File: config.mk
export PLATFORM = sky130hd
export DESIGN_NAME = linear_feedback_shift_register_5b_flat
export DESIGN_NICKNAME = d
export VERILOG_FILES = /design/src/rtl/linear_feedback_shift_register_5b_if.sv /design/src/rtl/linear_feedback_shift_register_5b.sv /design/src/flat_wrapper.sv
export SDC_FILE = /design/constraint.sdc
export NUM_CORES = 1
export LEC_CHECK = 0
export BUFFER_PORTS_ARGS = -buffer_cell sky130_fd_sc_hd__buf_4
export CAP_MARGIN = 25
export CORE_AREA = 10 10 47 49
export CTS_CLUSTER_DIAMETER = 120
export CTS_CLUSTER_SIZE = 8
export DETAILED_ROUTE_END_ITERATION = 10
export DIE_AREA = 0 0 57 59
export PLACE_DENSITY = 0.66
export RECOVER_POWER = 50
export SLEW_MARGIN = 10
export SYNTH_ARGS = -nofsm -noshare
export SYNTH_HDL_FRONTEND = slang
export SYNTH_SLANG_ARGS = --single-unit
File: constraint.sdc
create_clock -name clk -period 1 [get_ports clk]
set_input_delay 0.1 -clock clk [delete_from_list [all_inputs] [get_ports clk]]
set_output_delay 0.1 -clock clk [all_outputs]
set_load 0.02 [all_outputs]
File: src/rtl/linear_feedback_shift_register_5b_if.sv
// ---------------------------------------------------------------------------
// linear_feedback_shift_register_5b_if
//   Output bundle of the 5-bit LFSR. The LFSR drives it through the master
//   modport, and consumers read it through the slave modport.
//   lfsr         5  current LFSR state
//   bit_out      1  serial output bit (lfsr[4])
//   step_count   5  shifts since the start of the current period, 0..30
//   period_done  1  one-cycle pulse when the state wraps back to SEED
// ---------------------------------------------------------------------------
interface linear_feedback_shift_register_5b_if;
    logic [4:0] lfsr;
    logic       bit_out;
    logic [4:0] step_count;
    logic       period_done;

    modport master (
        output lfsr,
        output bit_out,
        output step_count,
        output period_done
    );

    modport slave (
        input lfsr,
        input bit_out,
        input step_count,
        input period_done
    );
endinterface

File: src/rtl/linear_feedback_shift_register_5b.sv
// ---------------------------------------------------------------------------
// linear_feedback_shift_register_5b
//   Free-running 5-bit maximal-length Fibonacci LFSR, x^5 + x^3 + 1,
//   with period 31. It steps once on every rising clock edge while out of
//   reset and also provides a step counter and a once-per-period marker.
//   clk     in   single clock, rising edge
//   reset   in   asynchronous, active-low reset
//   bus     out  master modport: lfsr, bit_out, step_count, period_done
// ---------------------------------------------------------------------------
module linear_feedback_shift_register_5b #(
    parameter logic [4:0] SEED = 5'b00001
) (
    input  logic                                   clk,
    input  logic                                   reset,
    linear_feedback_shift_register_5b_if.master    bus
);

    // An all-zero seed would sit in the lock-up state forever.
    if (SEED == 5'd0) begin : g_bad_seed
        $error("linear_feedback_shift_register_5b: SEED must be non-zero");
    end

    localparam logic [4:0] LAST_STEP = 5'd30;

    logic [4:0] r_lfsr;
    logic [4:0] r_step;
    logic       r_done;

    logic       w_fb;
    logic [4:0] w_next;
    logic       w_locked;
    logic       w_wrap;

    assign w_fb     = r_lfsr[4] ^ r_lfsr[2];
    assign w_next   = {r_lfsr[3:0], w_fb};
    assign w_locked = (r_lfsr == 5'd0);
    // Step 30 is the last state before the sequence returns to SEED.
    assign w_wrap   = (r_step == LAST_STEP);

    always_ff @(posedge clk or negedge reset) begin
        if (!reset) begin
            r_lfsr <= SEED;
            r_step <= 5'd0;
            r_done <= 1'b0;
        end else if (w_locked) begin
            // The all-zero state cannot leave by shifting. Restart the
            // period cleanly from SEED, and do not report that restart as a
            // period completion.
            r_lfsr <= SEED;
            r_step <= 5'd0;
            r_done <= 1'b0;
        end else begin
            r_lfsr <= w_next;
            r_step <= w_wrap ? 5'd0 : r_step + 5'd1;
            r_done <= w_wrap;
        end
    end

    assign bus.lfsr        = r_lfsr;
    assign bus.bit_out     = r_lfsr[4];
    assign bus.step_count  = r_step;
    assign bus.period_done = r_done;

endmodule

File: src/flat_wrapper.sv
// flat-port wrapper written by rule: the top's interface ports become plain ports
module linear_feedback_shift_register_5b_flat 
#(
    parameter logic [4:0] SEED = 5'b00001
)
  (clk, reset, bus_lfsr, bus_bit_out, bus_step_count, bus_period_done);
  linear_feedback_shift_register_5b_if bus_i ();
  input  logic clk;
  input  logic reset;
  output wire logic [$bits(bus_i.lfsr)-1:0] bus_lfsr;
  output wire logic [$bits(bus_i.bit_out)-1:0] bus_bit_out;
  output wire logic [$bits(bus_i.step_count)-1:0] bus_step_count;
  output wire logic [$bits(bus_i.period_done)-1:0] bus_period_done;
  assign bus_lfsr = bus_i.lfsr;
  assign bus_bit_out = bus_i.bit_out;
  assign bus_step_count = bus_i.step_count;
  assign bus_period_done = bus_i.period_done;
  linear_feedback_shift_register_5b #(.SEED(SEED)) u_core (.clk(clk), .reset(reset), .bus(bus_i));
endmodule
==> key figures <==
Outcome
  – Status: finished with violations
  – Failing checks: negative setup slack

Timing
  – Final period utilization: 112%
  – Hold_ws: about 0.34 ns
  – Setup ws final: -0.118 ns
  – Worst-margin pin slew: between 0.5 and 0.6 ns
  – Clk_skew: ~0.0041 ns
  – # setup viols final: 11
  – Min Tclk post-route: 1.12 ns
  – RSZ-0062 raised after global routing: yes
  – Worst rel slew slack: 61.5%
  – Final Max Tran Viols: 0
  – Fmax: just under 900 MHz
  – Final hold violation count: 0

Worst setup path
  – Max stage delay cell, worst path: dfstp_2
  – Worst setup path class: register to output port
  – Critical path arrival: between 1 and 1.5 ns
  – Reg2reg path depth: 4
  – CP endpoint kind: output port
  – Worst setup SP type: register
  – Crit path largest cell delay: roughly 0.55 ns
  – Worst R2R End: u_core.bus.step_count[3]
  – Most used cell, CP: buf_6
  – Worst R2R Setup Slack: -0.11 ns
  – Worst Path Required: 0.90 ns
  – CP cell instances: buf_6 > buf_6
  – Maximum fanout along the worst path: 2
  – Reg2Reg Launch Point: u_core.bus.lfsr[0]

Detailed routing
  – Routed len/inst: approximately 14 um
  – Antenna-violating nets left: 0
  – DR vias/cell: around 4.3
  – DRC Markers: 0
  – Overall routed net length: 1060 um
  – DR vias: between 300 and 400
  – Initial DRC Count: 6
  – Drt pass-1 iters: 2

Cells and area
  – Area Overhead vs Synth: 70.0%
  – Antenna Cells: 0
  – Layout Nets: 67
  – Filler cell count: about 130
  – Layout cells sized above 1: just over 70%
  – Final Instance Area: a little under 800 um^2

Clocking
  – Clock sink count: 11
  – Clock buffers created by TritonCTS: 3
  – CTS clk-pin slew, worst paths: 0.07 ns
  – Clock Latency Late Sink: approximately 0.27 ns
  – Root Buffer: clkbuf_4
  – CTS tree: yes
  – CTS max path bufs: 2
  – H-tree depth: 1

Logic synthesis
  – Mux contribution to synthesized area: 0%
  – Async SR Flop Fraction: 100%
  – Synth Area in Simple Gates: about 16%
  – Synth Register Bits: 11
  – Adder-cell share of the synthesized area: under 10%
  – Netlist cell types: 16
  – Largest family of logic cells by synthesized area: simple AND/OR/NAND/NOR gates
  – Mean Syn Cell Area: 12.6 um^2
  – Post-synth top area cell: dfrtp_1
  – Synth Area in Compound Gates: roughly 5.8%
  – Count leader, synth: dfrtp_1
  – Predominant post-synthesis flop cell: dfrtp_1
  – Number of synthesized flops with an enable pin: 0
  – Post-Synth XOR/XNOR Area: roughly 5.8%
  – Seq/Total Area, Yosys: between 60% and 70%
  – Synth top area share: 55.1%
  – Top cells by count, synth: dfrtp_1 (10), clkbuf_1 (4), nor2_1 (3), nor2_2 (3)
  – Synth top area cells: dfrtp_1 (55%), dfstp_2 (5.8%), ha_1 (5.5%)
  – Cell count after synthesis: 36
  – Post-Syn Area: approximately 450 um^2
  – Syn nets: 40
  – Syn. warnings: 0

Worst hold path
  – HP Class: input port to asynchronous set/reset pin

Run
  – Max-Cap Viols: 0

Place
  – PortBufs: 13
  – Dpl hpwl: ~800 um
  – Dpl cell area: a little over 600 um^2
  – GPL Wtd Cong: ~0.76

Floorplanning
  – Row count: 14
  – Total core area: 1400 um^2
  – Num ports: 14
  – Chip height: a little under 60 um
  – Die area: ~3400 um^2
  – Starting density of the core: roughly 32%
  – Chip width: about 57 um

Power
  – Peak VDD IR: roughly 680 uV
  – LEAKAGE: between 0.3 and 0.4 nW
  – P per Cell Area: 983 nW/um^2

Global routing
  – Total gr overflow: 0
  – First-pass GRT wire length: ~1800 um
  – Antenna violations before repair: 0
  – GR Util All Layers: roughly 7%
  – Vias in the first global route: ~390
  – Largest net degree at the start of global routing: 12
## metrics by stage
stage | cells | TNS (ns) | utilization [%] | setup WS (ns) | power, W
floorplan | 36 | -0.622 | - | -0.128 | 0.000453
global placement | 67 | -0.419 | 44.0 | -0.0930 | 0.000465
detailed placement | 67 | -0.601 | 44.0 | -0.136 | 0.000465
CTS | 76 | -1.03 | 52.0 | -0.127 | 0.000769
global route | 78 | -1.40 | 55.1 | -0.156 | 0.000789
finish | 78 | -0.798 | 55.1 | -0.118 | 0.000759
## power breakdown
| part | total, W | internal [W] | switching (W) |
|---|---|---|---|
| sequential | 0.000445 | 0.000445 | 0 |
| combinational | 0.0000119 | 0.00000338 | 0.00000855 |
| clock | 0.000302 | 0.000154 | 0.000148 |
| total | 0.000759 | 0.000602 | 0.000157 |
## critical path, delay by kind of cell (launching register included)
family | cells | cell delay (ns)
DFF | 1 | 0.55
buffers and inverters | 2 | 0.20
## flip-flops by register name (all words and copies together), names as in the netlist
signal and cells:
u_core.bus.step_count 5, u_core.bus.period_done 1, u_core.bus.lfsr 5
## worst max path at each step
| stage | startpoint | endpoint | slack (ns) |
|---|---|---|---|
| 2_1_floorplan | u_core.bus.step_count[0] | u_core.bus.step_count[0] | -0.13 |
| 6_report | u_core.bus.lfsr[0] | bus_lfsr[0] | -0.12 |
| 4_1_cts | u_core.bus.step_count[0] | u_core.bus.step_count[3] | -0.13 |
| 3_5_place_dp | u_core.bus.step_count[0] | u_core.bus.step_count[0] | -0.14 |
| 5_1_grt | u_core.bus.lfsr[0] | bus_lfsr[0] | -0.16 |
| 3_3_place_gp | u_core.bus.step_count[0] | u_core.bus.step_count[4] | -0.09 |
## placed cells by master (no fill, tap or decap), types with 2 or more instances in the layout
master    synthesis  layout
nor2_2            3       4
buf_6             0      16
nand3_1           2       2
dfrtp_1          10       5
dfrtp_2           0       5
buf_4             1       9
clkbuf_1          4       2
a21oi_1           2       2
xor2_1            2       2
nor2_1            3       2
clkbuf_4          0       3
## layout make-up
cell class                 count  area, um^2  share of cell area, %
tap                           16        20.0                   2.59
multi-input combinational     19         178                   23.0
sequential                    11         283                   36.6
inverter                       1        3.75                  0.486
clock buffer                   4        26.3                   3.40
timing repair buffer          27         262                   33.9
## timing repair
action | CTS | global route
setup endpoints to repair | 14 | 16
cloned | 0 | 0
endpoints found under the hold margin | 11 | 0
hold buffers | 1 | 0
pin swaps | 0 | 2
resized for setup | 13 | 9
buffers inserted | 4 | 2
## cells by family (layout without fill, tap and decap cells)
family                   after synthesis  after routing
buffers and inverters                  6             32
AO/OA/AOI/OAI                          3              3
AND/OR/NAND/NOR                       11             11
adder cells (fa/ha/maj)                2              2
XOR/XNOR                               3              3
flip-flops                            11             11
## layer usage
layer	routed length (um)	GRT usage (%)
met4	14	3.02
met1	375	6.22
met5	0	0
met2	573	11.9
met3	96	5.36
Note: power is estimated with default switching activity, not from simulation.
